### src/rtl/vga_hexout_pkg.sv
// Shared constants for the hex-digit VGA overlay: segment map, glyph geometry
// and the pixel classification used to pick a colour.
package vga_hexout_pkg;

  // Horizontal cell layout: three glyph columns followed by a blank gap.
  localparam int unsigned CELL_PITCH = 40;
  localparam int unsigned COL0_W     = 8;
  localparam int unsigned COL1_W     = 16;
  localparam int unsigned COL2_W     = 8;
  localparam int unsigned CELL_W     = COL0_W + COL1_W + COL2_W;

  // Vertical cell layout: five glyph bands.
  localparam int unsigned ROW0_H = 8;
  localparam int unsigned ROW1_H = 24;
  localparam int unsigned ROW2_H = 8;
  localparam int unsigned ROW3_H = 24;
  localparam int unsigned ROW4_H = 8;
  localparam int unsigned CELL_H = ROW0_H + ROW1_H + ROW2_H + ROW3_H + ROW4_H;

  // Segments lit per hex value, bit order gfedcba.
  localparam logic [6:0] SEG_MAP [16] = '{
    7'h3F, 7'h06, 7'h5B, 7'h4F, 7'h66, 7'h6D, 7'h7D, 7'h07,
    7'h7F, 7'h6F, 7'h77, 7'h7C, 7'h39, 7'h5E, 7'h79, 7'h71
  };

  // Segments that can light each glyph band/column; corners are shared by
  // the segments meeting there.
  localparam logic [6:0] GLYPH_MASK [5][3] = '{
    '{7'h21, 7'h01, 7'h03},
    '{7'h20, 7'h00, 7'h02},
    '{7'h70, 7'h40, 7'h46},
    '{7'h10, 7'h00, 7'h04},
    '{7'h18, 7'h08, 7'h0C}
  };

  typedef enum logic [1:0] {
    PIX_BLANK,
    PIX_BG,
    PIX_SEG,
    PIX_MARK
  } pix_kind_t;

  function automatic logic [1:0] glyph_col(input logic [31:0] px);
    if (px < COL0_W)                return 2'd0;
    else if (px < COL0_W + COL1_W)  return 2'd1;
    else if (px < CELL_W)           return 2'd2;
    else                            return 2'd3;
  endfunction

  function automatic logic [2:0] glyph_row(input logic [31:0] py);
    if (py < ROW0_H)                                   return 3'd0;
    else if (py < ROW0_H + ROW1_H)                     return 3'd1;
    else if (py < ROW0_H + ROW1_H + ROW2_H)            return 3'd2;
    else if (py < ROW0_H + ROW1_H + ROW2_H + ROW3_H)   return 3'd3;
    else if (py < CELL_H)                              return 3'd4;
    else                                               return 3'd7;
  endfunction

  function automatic logic [6:0] glyph_mask(input logic [1:0] col, input logic [2:0] grow);
    if (col > 2'd2 || grow > 3'd4) return '0;
    return GLYPH_MASK[grow][col];
  endfunction

endpackage

### src/rtl/hexout_glyph.sv
// Combinational 7-segment glyph lookup: is this glyph band/column lit for
// the given hex nibble.
module hexout_glyph
  import vga_hexout_pkg::*;
(
  input  logic [3:0] i_nibble,
  input  logic [1:0] i_col,
  input  logic [2:0] i_grow,
  output logic       o_lit
);

  logic [6:0] w_segs;
  logic [6:0] w_mask;

  always_comb begin
    w_segs = SEG_MAP[i_nibble];
    w_mask = glyph_mask(i_col, i_grow);
    o_lit  = |(w_segs & w_mask);
  end

endmodule

### src/rtl/vga_hexout.sv
// VGA timing generator with a hex-digit overlay; displayed values, markers
// and enable are captured once per frame so the picture never tears.
module vga_hexout
  import vga_hexout_pkg::*;
#(
  parameter int unsigned H_ACTIVE  = 720,
  parameter int unsigned H_FP      = 16,
  parameter int unsigned H_SYNC    = 62,
  parameter int unsigned H_BP      = 61,
  parameter int unsigned V_ACTIVE  = 480,
  parameter int unsigned V_FP      = 30,
  parameter int unsigned V_SYNC    = 6,
  parameter int unsigned V_BP      = 9,
  parameter bit          HS_POL    = 1'b0,
  parameter bit          VS_POL    = 1'b1,
  parameter int unsigned ROWS      = 2,
  parameter int unsigned DIGITS    = 8,
  parameter int unsigned X0        = 122,
  parameter int unsigned Y0        = 113,
  parameter int unsigned ROW_PITCH = 128,
  parameter int unsigned CW        = 2
) (
  input  logic                       clk,
  input  logic                       reset,
  input  logic                       enable,
  input  logic [ROWS*4*DIGITS-1:0]   values,
  input  logic [ROWS*5-1:0]          marks,
  output logic                       hs,
  output logic                       vs,
  output logic                       de,
  output logic [CW-1:0]              r,
  output logic [CW-1:0]              g,
  output logic [CW-1:0]              b,
  output logic                       frame_start
);

  localparam int unsigned H_TOTAL = H_SYNC + H_BP + H_ACTIVE + H_FP;
  localparam int unsigned V_TOTAL = V_SYNC + V_BP + V_ACTIVE + V_FP;
  localparam int unsigned HW      = $clog2(H_TOTAL + 1);
  localparam int unsigned VW      = $clog2(V_TOTAL + 1);

  localparam logic [HW-1:0] H_LAST   = HW'(H_TOTAL - 1);
  localparam logic [HW-1:0] H_SEND   = HW'(H_SYNC);
  localparam logic [HW-1:0] H_ASTART = HW'(H_SYNC + H_BP);
  localparam logic [HW-1:0] H_AEND   = HW'(H_SYNC + H_BP + H_ACTIVE);
  localparam logic [VW-1:0] V_LAST   = VW'(V_TOTAL - 1);
  localparam logic [VW-1:0] V_SEND   = VW'(V_SYNC);
  localparam logic [VW-1:0] V_ASTART = VW'(V_SYNC + V_BP);
  localparam logic [VW-1:0] V_AEND   = VW'(V_SYNC + V_BP + V_ACTIVE);

  logic [HW-1:0]              r_hcount;
  logic [VW-1:0]              r_vcount;
  logic [ROWS*4*DIGITS-1:0]   r_values;
  logic [ROWS*5-1:0]          r_marks;
  logic                       r_en;
  logic                       r_hs;
  logic                       r_vs;
  logic                       r_de;
  logic                       r_fs;
  logic [CW-1:0]              r_r;
  logic [CW-1:0]              r_g;
  logic [CW-1:0]              r_b;

  logic                       w_frame0;
  logic                       w_hact;
  logic                       w_vact;
  logic                       w_active;
  logic [31:0]                w_ax;
  logic [31:0]                w_ay;
  logic                       w_hit;
  logic                       w_odd;
  logic                       w_mark;
  logic [3:0]                 w_nib;
  logic [31:0]                w_px;
  logic [31:0]                w_py;
  logic [1:0]                 w_col;
  logic [2:0]                 w_grow;
  logic                       w_lit;
  pix_kind_t                  w_kind;
  logic [CW-1:0]              w_rc;
  logic [CW-1:0]              w_gc;
  logic [CW-1:0]              w_bc;

  // Raster counters.
  always_ff @(posedge clk or posedge reset) begin
    if (reset) begin
      r_hcount <= '0;
      r_vcount <= '0;
    end else if (r_hcount == H_LAST) begin
      r_hcount <= '0;
      if (r_vcount == V_LAST) r_vcount <= '0;
      else                    r_vcount <= r_vcount + VW'(1);
    end else begin
      r_hcount <= r_hcount + HW'(1);
    end
  end

  assign w_frame0 = (r_hcount == '0) && (r_vcount == '0);

  // Per-frame snapshot of everything that affects the picture content.
  always_ff @(posedge clk or posedge reset) begin
    if (reset) begin
      r_values <= '0;
      r_marks  <= '1;
      r_en     <= 1'b0;
    end else if (w_frame0) begin
      r_values <= values;
      r_marks  <= marks;
      r_en     <= enable;
    end
  end

  // Locate the digit cell under the current pixel. Cells never overlap, so at
  // most one loop iteration can hit; anything outside the active area is
  // masked later, which also clips cells that run past the right/bottom edge.
  always_comb begin
    w_hact   = (r_hcount >= H_ASTART) && (r_hcount < H_AEND);
    w_vact   = (r_vcount >= V_ASTART) && (r_vcount < V_AEND);
    w_active = w_hact && w_vact;
    w_ax     = 32'(r_hcount - H_ASTART);
    w_ay     = 32'(r_vcount - V_ASTART);
    w_hit    = 1'b0;
    w_odd    = 1'b0;
    w_mark   = 1'b0;
    w_nib    = '0;
    w_px     = '0;
    w_py     = '0;
    for (int unsigned rr = 0; rr < ROWS; rr++) begin
      for (int unsigned dd = 0; dd < DIGITS; dd++) begin
        if ((w_ay >= Y0 + rr*ROW_PITCH) && (w_ay < Y0 + rr*ROW_PITCH + CELL_H) &&
            (w_ax >= X0 + dd*CELL_PITCH) && (w_ax < X0 + dd*CELL_PITCH + CELL_W)) begin
          w_hit  = 1'b1;
          w_odd  = rr[0];
          w_mark = (r_marks[rr*5 +: 5] == 5'(dd));
          w_nib  = r_values[(rr*DIGITS + DIGITS - 1 - dd)*4 +: 4];
          w_px   = w_ax - (X0 + dd*CELL_PITCH);
          w_py   = w_ay - (Y0 + rr*ROW_PITCH);
        end
      end
    end
    w_col  = glyph_col(w_px);
    w_grow = glyph_row(w_py);
  end

  hexout_glyph u_glyph (
    .i_nibble (w_nib),
    .i_col    (w_col),
    .i_grow   (w_grow),
    .o_lit    (w_lit)
  );

  always_comb begin
    w_kind = PIX_BLANK;
    if (w_active) begin
      w_kind = PIX_BG;
      if (r_en && w_hit) begin
        if (w_mark)     w_kind = PIX_MARK;
        else if (w_lit) w_kind = PIX_SEG;
      end
    end
  end

  always_comb begin
    w_rc = '0;
    w_gc = '0;
    w_bc = '0;
    case (w_kind)
      PIX_MARK: begin
        w_rc = '1;
        w_gc = '1;
        w_bc = '1;
      end
      PIX_SEG: begin
        if (w_odd) w_gc = '1;
        else       w_rc = '1;
      end
      PIX_BG:  w_bc = CW'(1);
      default: w_bc = '0;
    endcase
  end

  // All outputs describe the counter state of the previous cycle.
  always_ff @(posedge clk or posedge reset) begin
    if (reset) begin
      r_hs <= ~HS_POL;
      r_vs <= ~VS_POL;
      r_de <= 1'b0;
      r_fs <= 1'b0;
      r_r  <= '0;
      r_g  <= '0;
      r_b  <= '0;
    end else begin
      r_hs <= (r_hcount < H_SEND) ? HS_POL : ~HS_POL;
      r_vs <= (r_vcount < V_SEND) ? VS_POL : ~VS_POL;
      r_de <= w_active;
      r_fs <= w_frame0;
      r_r  <= w_rc;
      r_g  <= w_gc;
      r_b  <= w_bc;
    end
  end

  assign hs          = r_hs;
  assign vs          = r_vs;
  assign de          = r_de;
  assign frame_start = r_fs;
  assign r           = r_r;
  assign g           = r_g;
  assign b           = r_b;

endmodule

### config.mk
export PLATFORM = sky130hd
export DESIGN_NAME = vga_hexout
export DESIGN_NICKNAME = d
export VERILOG_FILES = /design/src/rtl/vga_hexout_pkg.sv /design/src/rtl/hexout_glyph.sv /design/src/rtl/vga_hexout.sv
export SDC_FILE = /design/constraint.sdc
export NUM_CORES = 1
export LEC_CHECK = 0
export ABC_AREA = 1
export CORE_UTILIZATION = 60
export DETAILED_ROUTE_END_ITERATION = 6
export PLACE_DENSITY = 0.85
export SLEW_MARGIN = 30
export SYNTH_ARGS = -nofsm -noshare
export SYNTH_HDL_FRONTEND = slang
export SYNTH_SLANG_ARGS = --single-unit
### constraint.sdc
create_clock -name clk -period 5.9 [get_ports clk]
set_input_delay 1.475 -clock clk [delete_from_list [all_inputs] [get_ports clk]]
set_output_delay 1.475 -clock clk [all_outputs]
set_load 0.005 [all_outputs]
==> results.yml, run 1 <==
worst_hold_path:
  min_delay_worst_endpoint: "r_values[40]"
  min_path_type: "flip-flop to flip-flop"
  hold_start: "r_values[40]"
  timing.hold.worst_path_depth: 2
power_and_ir_drop:
  ir_worst_vdd_mv: 0.222
  leakage_uw: 0.00432
  power.density_mw_per_mm2: 170
  power_uw: 1450
logic_synthesis:
  ys_warn_count: 0
  synth.cells.most_frequent: "sky130_fd_sc_hd__nand2_1, sky130_fd_sc_hd__inv_1, sky130_fd_sc_hd__dfrtp_1"
  synth_area_sq_mm: 0.00730
  yosysMostFrequentCell: "sky130_fd_sc_hd__nand2_1"
  post-synth-top-area-fraction_pct: 31.5
  synth.ff_latch_count: 103
  yosysSeqAreaShare_pct: 35.5
  synth_nets: 1166
  synth_edf_count: 0
  post_synth_inst_count: 1076
  synth_area_leader_cell: "sky130_fd_sc_hd__dfrtp_1"
  ys_async_sr_fraction_pct: 100
  synth_area_per_cell_sq_um: 6.79
  post_synth_top_flop: "sky130_fd_sc_hd__dfrtp_1"
  synth_area_leaders: "sky130_fd_sc_hd__dfrtp_1, sky130_fd_sc_hd__nand2_1, sky130_fd_sc_hd__inv_1, sky130_fd_sc_hd__nor2_1, sky130_fd_sc_hd__dfstp_2"
  netlist-cell-type-count: 54
worst_setup_path:
  r2r-end: "g[0]"
  critical_path.most_common_cell: "sky130_fd_sc_hd__nand2_1"
  worstPathBufferInverterCount: 3
  setup.worst_path.start_class: "flip-flop"
  setup.worst_path.end_class: "flip-flop"
  cp.arrival_ns: 5.14
  critical-path-top-delay-family: "simple AND/OR/NAND/NOR gates"
  worstReg2RegStart: "r_hcount[0]"
  rrSetupSlack_ns: 1.04
  timing.critical_path.required_ns: 6.18
  slowest_delay_ns: 0.44
  slowest_stage: "sky130_fd_sc_hd__dfrtp_1"
  worst-path-max-fanout: 7
  timing_worst_setup_path_type: "flip-flop to flip-flop"
  setup.worst_path.start: "r_hcount[0]"
  reg2reg_depth: 32
global_route:
  maximum_number_of_pins_on_one_net_before_global_route_repair: 73
  global_route.usage.met1_pct: 41.2
  use_met3_pct: 6.21
  via_count_of_the_first_global_routing_pass: 6742
  global_route_track_usage_on_met2_pct: 49.8
  grt_pass1_wl_um: 31300
  global_routing_usage_summed_across_all_routing_layers_pct: 31.1
  antenna_found_initial: 0
  grt_overflow_total: 0
  grt_busiest_layer: "met2"
place:
  dpl.hpwl_um: 13900
  place_inst: 1281
  place.port_buffers: 86
  detailedPlace.worstSlack_ns: 1.26
  final_replace_weighted_congestion: 0.925
drt:
  routed_via_density: 5.53
  detail_route.wirelength_um: 18300
  vias: 7172
  detailedRoute.firstPassIterationCount: 7
  average_wire_per_standard_cell_um: 14.1
  drtAntennaViolNets: 0
  first_iter_violations: 632
  drc: 1
clock_tree:
  post_cts.resized_instances: 0
  clock_tree.buffer_depth: 2
  cts-htree-levels: 3
  cts_setup_buffers: 0
  insertion_delay_ns: 0.36
  clock-sinks: 103
  cts_tree: "built"
  cts-buffers-inserted: 9
  holdBufCountCts: 0
  clkTransAtPathRegs_ns: 0.07
  cts-root-buf: "sky130_fd_sc_hd__clkbuf_16"
floorplanning:
  die-area_sq_mm: 0.0126
  core_sq_mm: 0.0116
  start_util_pct: 62.9
  floorplan.io_pins: 87
  die_height_um: 112
  fp-row-count: 39
  chipWidth_um: 112
timing:
  hold_viol_final: 0
  timing.final.ws_setup_ns: 1.04
  setup_total_negative_slack_ns: 0
  timing.final.crit_period_ns: 4.86
  max_clock_freq_mhz: 206
  finalSetupViolCount: 0
  finalCritPeriodShare_pct: 82.4
  number_of_slew_limit_violations_in_the_final_report: 0
  skew_ns: 0.0111
  rsz0062_at_grt: "no"
  max_slew_margin_pct: 42.9
  max_slew.worst_pin.slew_ns: 0.856
final_layout:
  areaGrowthSynthToFinish_pct: 16.6
  diodes: 0
  instances_no_fill: 1297
  final_nets: 1239
  drive_above_1_share_pct: 11.1
outcome:
  violations: "DRC"
  run_status: "finished with violations"
flow_run:
  max_cap_violations: 0
==> cell usage in the layout (no fill, tap or decap), types with 8 or more instances in the layout <==
cell,Yosys,layout
sky130_fd_sc_hd__nor2_2,13,13
sky130_fd_sc_hd__clkbuf_16,0,9
sky130_fd_sc_hd__nor2_4,8,8
sky130_fd_sc_hd__inv_2,15,16
sky130_fd_sc_hd__nand2_2,27,28
sky130_fd_sc_hd__dfrtp_1,92,92
sky130_fd_sc_hd__nand3_2,10,10
sky130_fd_sc_hd__nand2_1,417,416
sky130_fd_sc_hd__a21oi_1,33,33
sky130_fd_sc_hd__nor3_1,16,16
sky130_fd_sc_hd__o21ai_0,44,44
sky130_fd_sc_hd__ha_1,13,13
sky130_fd_sc_hd__clkdlybuf4s50_1,0,86
sky130_fd_sc_hd__nand3_1,54,54
sky130_fd_sc_hd__nand4_1,28,28
sky130_fd_sc_hd__inv_1,105,103
sky130_fd_sc_hd__nor2_1,79,79
sky130_fd_sc_hd__dfstp_2,11,11
sky130_fd_sc_hd__o21ai_1,10,10
==> power by group <==
| group | internal [uW] | leakage [uW] | total [uW] | switching, uW |
|---|---|---|---|---|
| sequential | 734 | 0.00123 | 750 | 15.2 |
| clock | 310 | 0.000146 | 602 | 292 |
| combinational | 56.2 | 0.00295 | 94.4 | 38.2 |
| total | 1100 | 0.00432 | 1450 | 346 |
==> worst max-delay path by stage <==
stage,endpoint,cells after the start
after floorplan,b[0],1
after global placement,r[0],33
after detailed placement,g[0],33
after CTS,g[0],34
after global routing,r[0],34
final,g[0],32
==> routing by layer <==
metal | part of all wire [%] | wire [um]
met1 | 45 | 8340
met2 | 46 | 8470
met3 | 5.7 | 1050
met4 | 2.6 | 473
met5 | 0 | 0
==> flip-flops by register name, indices dropped and copies added (netlist names) <==
signal	cells
b	2
de	1
frame_start	1
g	1
hs	1
r	1
r_en	1
r_hcount	10
r_marks	10
r_values	64
r_vcount	10
vs	1
==> tightest hold or removal path: stages, from the launching register on <==
cell                      delay, ns
sky130_fd_sc_hd__dfrtp_1       0.35
sky130_fd_sc_hd__nand2_1       0.05
sky130_fd_sc_hd__nand2_1       0.05
==> stage by stage <==
step | hold slack [ns] | util (%) | instance area (sq um)
global placement | 0.457 | 70.7 | 8210
detailed placement | 0.462 | 70.7 | 8210
CTS | 0.481 | 73.3 | 8510
finish | 0.479 | 73.3 | 8510
global route | 0.501 | 73.3 | 8510
floorplan | 0.441 | - | 7300
==> cells by family (layout without fill, tap and decap cells) <==
kind of cell	after synthesis	after routing	share of synthesized area, %
AOI/OAI and AO/OA	123	123	9.92
xor gates and xnor gates	9	9	1.08
adders and majority gates	13	13	2.23
buffers and inverters	151	229	8.60
DFF	103	103	35.5
and+or+nand+nor	677	677	42.7
==> layout make-up <==
| class | count | area, sq um |
|---|---|---|
| tap | 143 | 179 |
| sequential | 103 | 2590 |
| timing repair buffer | 89 | 883 |
| multi-input combinational | 822 | 4090 |
| fill | 983 | 3100 |
| inverter | 124 | 473 |
| clock buffer | 10 | 239 |
| clock inverter | 6 | 63.8 |
Power figures use the tool's default switching activity.
==> run 2, diff against run 1 <==
--- a/config.mk
+++ b/config.mk
@@ -6,9 +6,9 @@
 export NUM_CORES = 1
 export LEC_CHECK = 0
 export ABC_AREA = 1
-export CORE_UTILIZATION = 60
+export CORE_UTILIZATION = 52
 export DETAILED_ROUTE_END_ITERATION = 6
-export PLACE_DENSITY = 0.85
+export PLACE_DENSITY = 0.78
 export SLEW_MARGIN = 30
 export SYNTH_ARGS = -nofsm -noshare
 export SYNTH_HDL_FRONTEND = slang
==> constraint.sdc (replaced) <==
create_clock -name clk -period 4.24 [get_ports clk]
set_input_delay 1.06 -clock clk [delete_from_list [all_inputs] [get_ports clk]]
set_output_delay 1.06 -clock clk [all_outputs]
set_load 0.005 [all_outputs]
==> results.yml, run 2 (synthesis results as in run 1) <==
global_route:
  antenna_found_initial: 0
  grt_overflow_total: 0
  global_routing_usage_summed_across_all_routing_layers_pct: 28.9
  grt_pass1_wl_um: 32900
  maximum_number_of_pins_on_one_net_before_global_route_repair: 82
  via_count_of_the_first_global_routing_pass: 7046
timing:
  max_slew_margin_pct: 44.0
  finalSetupViolCount: 0
  finalCritPeriodShare_pct: 99.5
  hold_viol_final: 0
  timing.final.ws_setup_ns: 0.0214
  timing.final.crit_period_ns: 4.22
  max_slew.worst_pin.slew_ns: 0.832
  skew_ns: 0.00933
  rsz0062_at_grt: "yes"
  number_of_slew_limit_violations_in_the_final_report: 0
  worst_hold_slack_ns: 0.481
  max_clock_freq_mhz: 237
final_layout:
  final_nets: 1299
  areaGrowthSynthToFinish_pct: 28.2
  final_core_util_pct: 69.6
  instances_no_fill: 1390
  most-common-layout-cells: "sky130_fd_sc_hd__nand2_1, sky130_fd_sc_hd__inv_1, sky130_fd_sc_hd__dfrtp_1"
  drive_above_1_share_pct: 21.3
  layout_commonest_cell: "sky130_fd_sc_hd__nand2_1"
  diodes: 0
  largest_reg_flops: 64
  top_register: "r_values"
clock_tree:
  cts-htree-levels: 3
  holdBufCountCts: 0
  cts-buffers-inserted: 9
  insertion_delay_ns: 0.36
  cts-root-buf: "sky130_fd_sc_hd__clkbuf_16"
  clkTransAtPathRegs_ns: 0.07
  clock-sinks: 103
  clock_tree.buffer_depth: 2
  cts_tree: "built"
floorplanning:
  die_height_um: 121
  core_sq_mm: 0.0135
  fp-row-count: 42
  die-area_sq_mm: 0.0145
  chipWidth_um: 121
  floorplan.io_pins: 87
  start_util_pct: 54.3
place:
  dpl.hpwl_um: 14900
  final_replace_weighted_congestion: 0.929
  place_inst: 1362
  place.port_buffers: 86
  detailedPlace.worstSlack_ns: -0.105
drt:
  drtAntennaViolNets: 0
  first_iter_violations: 566
  routed_via_density: 5.41
  detail_route.wirelength_um: 20400
  detailedRoute.firstPassIterationCount: 7
  average_wire_per_standard_cell_um: 14.7
  vias: 7518
  drc: 0
worst_setup_path:
  slowest_stage: "sky130_fd_sc_hd__dfrtp_2"
  timing.critical_path.required_ns: 4.53
  rrSetupSlack_ns: 0.02
  timing_worst_setup_path_type: "flip-flop to flip-flop"
  worstReg2RegStart: "r_hcount[0]"
  setup.worst_path.end_class: "flip-flop"
  slowest_delay_ns: 0.46
  setup.worst_path.start_class: "flip-flop"
  worst-path-max-fanout: 7
  reg2reg_depth: 31
  cp.arrival_ns: 4.51
  r2r-end: "g[0]"
  critical_path.most_common_cell: "sky130_fd_sc_hd__nand2_1"
worst_hold_path:
  min_delay_worst_endpoint: "r_marks[3]"
  timing.hold.worst_path_depth: 2
  min_path_type: "flip-flop to flip-flop"
  hold_start: "r_marks[3]"
power_and_ir_drop:
  ir_worst_vdd_mv: 0.196
  leakage_uw: 0.00469
  power_report.internal_total_uw: 1530
  clock_power_share_pct: 41.6
  netSwitchingPower_uw: 488
  seq_power_share_pct: 51.7
  p_sw_share_pct: 24.2
  power_uw: 2020
  power.density_mw_per_mm2: 216
  share_comb_of_total_power_pct: 6.6
outcome:
  run_status: "finished, final reports clean"
flow_run:
  max_cap_violations: 0
-- run 2: cell types whose count changed in the layout (fill, tap and decap cells not counted), moves of 7 or more --
cell and change:
sky130_fd_sc_hd__nand2_1 -21, sky130_fd_sc_hd__inv_1 -13, sky130_fd_sc_hd__buf_4 +59, sky130_fd_sc_hd__inv_2 +11, sky130_fd_sc_hd__nor2_4 +10, sky130_fd_sc_hd__nor2_1 -13, sky130_fd_sc_hd__nand2_2 +14, sky130_fd_sc_hd__nand2_4 +7
-- run 2: power by group through the flow --
stage / registers, uW / logic, uW / clock network, uW
after global routing: 1050 / 151 / 882
after global placement: 1060 / 131 / 0
after detailed placement: 1060 / 135 / 0
final: 1040 / 134 / 840
after floorplan: 1050 / 49.1 / 0
after CTS: 1040 / 136 / 848
-- run 2: what timing repair did --
action,4_1_cts,5_1_grt
endpoints found under the setup margin,4,4
hold endpoints to repair,0,0
gates resized for setup,9,96
gates cloned,0,0
setup buffers,2,10
pin swaps,2,45
-- run 2: metrics by stage --
| step | setup TNS, ns | instance area [sq um] |
|---|---|---|
| global route | -1.00 | 9360 |
| CTS | 0 | 8960 |
| global placement | 0 | 8610 |
| finish | 0 | 9360 |
| detailed placement | -0.352 | 8620 |
| floorplan | 0 | 7300 |
-- run 2: layout make-up --
type | count | area, sq um
Clock buffer | 10 | 239
Clock inverter | 6 | 56.3
Fill cell | 1166 | 4090
Inverter | 124 | 480
Multi-Input combinational cell | 822 | 4430
Sequential cell | 103 | 2600
Tap cell | 176 | 220
Timing Repair Buffer | 149 | 1340
-- run 2: worst max-delay path by stage --
| stage | startpoint | endpoint | slack (ns) | depth (start not counted) |
|---|---|---|---|---|
| 2_1_floorplan | r_hcount[0] | r[0] | 0.37 | 33 |
| 3_3_place_gp | r_hcount[1] | g[0] | 0.04 | 31 |
| 4_1_cts | r_hcount[0] | r[0] | 0.001 | 34 |
| 5_1_grt | r_vcount[1] | b[1] | -0.26 | 35 |
| 6_report | r_hcount[0] | g[0] | 0.02 | 31 |
| 3_5_place_dp | r_hcount[1] | g[0] | -0.10 | 34 |
-- run 2: critical path: cells and delay by family, from the launching register on --
family,cells,cell delay [ns]
simple gates,19,1.84
fa+ha+maj,2,0.47
buf+inv,1,0.03
compound gates,9,1.31
flops,1,0.46
-- run 2: routing by layer --
metal	track usage [%]	routed length [um]	vias to the layer above
li1	-	-	3718
met1	38.1	9050	3446
met2	45.5	9390	301
met3	5.66	1250	53
met4	14.0	707	0
met5	0	0	-
==> run 3, diff against run 2 <==
--- a/config.mk
+++ b/config.mk
@@ -9,7 +9,6 @@
 export CORE_UTILIZATION = 52
 export DETAILED_ROUTE_END_ITERATION = 6
 export PLACE_DENSITY = 0.78
-export SLEW_MARGIN = 30
 export SYNTH_ARGS = -nofsm -noshare
 export SYNTH_HDL_FRONTEND = slang
 export SYNTH_SLANG_ARGS = --single-unit
==> results.yml, run 3 (synthesis results as in run 1) <==
outcome:
  run_status: "finished, final reports clean"
worst_hold_path:
  min_delay_worst_endpoint: "r_values[3]"
  timing.hold.worst_path_depth: 2
  min_path_type: "flip-flop to flip-flop"
  hold_start: "r_values[3]"
timing:
  rsz0062_at_grt: "yes"
  timing.final.crit_period_ns: 4.14
  number_of_slew_limit_violations_in_the_final_report: 0
  timing.final.ws_setup_ns: 0.102
  finalCritPeriodShare_pct: 97.6
  max_slew_margin_pct: 32.2
  skew_ns: 0.00896
  hold_viol_final: 0
  max_clock_freq_mhz: 242
  finalSetupViolCount: 0
  max_slew.worst_pin.slew_ns: 1.02
drt:
  detail_route.wirelength_um: 20500
  routed_via_density: 5.35
  drtAntennaViolNets: 0
  detailedRoute.firstPassIterationCount: 5
  drc: 0
  vias: 7477
  average_wire_per_standard_cell_um: 14.7
  first_iter_violations: 629
final_layout:
  areaGrowthSynthToFinish_pct: 29.7
  largest_reg_flops: 64
  layout_commonest_cell: "sky130_fd_sc_hd__nand2_1"
  instances_no_fill: 1397
  multi_input_comb_area_sq_mm: 0.00448
  final_nets: 1306
  top_register: "r_values"
  most-common-layout-cells: "sky130_fd_sc_hd__nand2_1, sky130_fd_sc_hd__inv_1, sky130_fd_sc_hd__dfrtp_1, sky130_fd_sc_hd__clkdlybuf4s50_1, sky130_fd_sc_hd__buf_4"
  ff_latch_area_sq_mm: 0.00260
  diodes: 0
  final_area_sq_mm: 0.00947
  drive_above_1_share_pct: 22.9
  n_fill_cell: 1162
power_and_ir_drop:
  seq_power_share_pct: 51.9
  power_report.internal_total_uw: 1530
  p_sw_share_pct: 24.0
  leakage_uw: 0.00475
  ir_worst_vdd_mv: 0.195
  power.density_mw_per_mm2: 213
  clock_power_share_pct: 41.5
  share_comb_of_total_power_pct: 6.6
  netSwitchingPower_uw: 484
place:
  dpl.hpwl_um: 15000
  final_replace_weighted_congestion: 0.929
  place.port_buffers: 86
  place_inst: 1362
  placed_area_sq_mm: 0.00861
  detailedPlace.worstSlack_ns: -0.164
global_route:
  antenna_found_initial: 0
  grt_pass1_wl_um: 33400
  global_routing_usage_summed_across_all_routing_layers_pct: 29.2
  maximum_number_of_pins_on_one_net_before_global_route_repair: 82
  via_count_of_the_first_global_routing_pass: 6985
  grt_overflow_total: 0
worst_setup_path:
  cp.arrival_ns: 4.43
  timing.critical_path.required_ns: 4.53
  reg2reg_depth: 33
  timing_worst_setup_path_type: "flip-flop to flip-flop"
  slowest_delay_ns: 0.45
  worst-path-max-fanout: 7
  setup.worst_path.start_class: "flip-flop"
  setup.worst_path.end_class: "flip-flop"
  r2r-end: "g[0]"
  rrSetupSlack_ns: 0.10
  slowest_stage: "sky130_fd_sc_hd__dfrtp_2"
  worstReg2RegStart: "r_hcount[1]"
clock_tree:
  cts_tree: "built"
  cts-htree-levels: 3
  insertion_delay_ns: 0.36
  cts-buffers-inserted: 9
  clkTransAtPathRegs_ns: 0.08
  cts-root-buf: "sky130_fd_sc_hd__clkbuf_16"
  clock_tree.buffer_depth: 2
  clock-sinks: 103
flow_run:
  max_cap_violations: 0
floorplanning:
  core_sq_mm: 0.0135
  start_util_pct: 54.3
  fp-row-count: 42
  die_height_um: 121
  floorplan.io_pins: 87
  die-area_sq_mm: 0.0145
  chipWidth_um: 121
==> run 3: cell types whose count changed in the layout (fill, tap and decap cells not counted), sizes merged <==
| cell | before | now |
|---|---|---|
| buf | 63 | 70 |
==> run 3: timing repair <==
action | in CTS | in global routing
gates resized for setup | 31 | 91
pin swaps | 10 | 49
cloned | 0 | 0
endpoints found under the setup margin | 4 | 4
hold buffers | 0 | 0
hold endpoints to repair | 0 | 0
buffers inserted | 4 | 15
==> run 3: worst max path at each step <==
stage / startpoint / to / slack [ns] / cells after the start
floorplan: r_hcount[0] / r[0] / 0.37 / 33
global placement: r_hcount[1] / g[0] / 0.04 / 31
detailed placement: r_hcount[1] / g[0] / -0.16 / 32
CTS: r_hcount[1] / r[0] / 0.004 / 34
global route: r_hcount[1] / g[0] / -0.23 / 34
finish: r_hcount[1] / g[0] / 0.10 / 33
==> run 3: through the flow <==
| step | util, % | hold WS, ns | total power, uW | setup TNS [ns] |
|---|---|---|---|---|
| detailed placement | 64.0 | 0.460 | 1200 | -0.542 |
| global route | 70.4 | 0.497 | 2080 | -0.754 |
| CTS | 67.2 | 0.481 | 2030 | 0 |
| finish | 70.4 | 0.482 | 2010 | 0 |
| global placement | 64.0 | 0.457 | 1190 | 0 |
| floorplan | - | 0.441 | 1100 | 0 |
==> run 3: layout make-up <==
cell class	count	share of cell area (%)
repair buffers	156	14.8
inverters	124	5.05
flip-flops and latches	103	27.4
well taps	176	2.32
clock buffers	10	2.52
multi-input cells	822	47.3
clock inverters	6	0.594
==> run 3: power groups by stage <==
| stage | combinational, uW | sequential, uW | clock, uW |
|---|---|---|---|
| after detailed placement | 135 | 1060 | 0 |
| after global placement | 131 | 1060 | 0 |
| final | 133 | 1040 | 836 |
| after global routing | 151 | 1050 | 879 |
| after floorplan | 49.1 | 1050 | 0 |
| after CTS | 135 | 1040 | 848 |
==> run 3: worst max-delay path, delay by kind of cell, from the launching register on <==
family                   cells  cell delay [ns]
flip-flops                   1             0.45
AO/OA/AOI/OAI                8             1.28
adder cells (fa/ha/maj)      2             0.46
AND/OR/NAND/NOR             20             1.71
buffers and inverters        3             0.18
==> run 3: metal layers <==
metal  share of wire, %  global-route usage (%)
met5                  0                       0
met4                2.2                    9.95
met2                 47                    47.7
met1                 45                    39.8
met3                5.1                    3.92
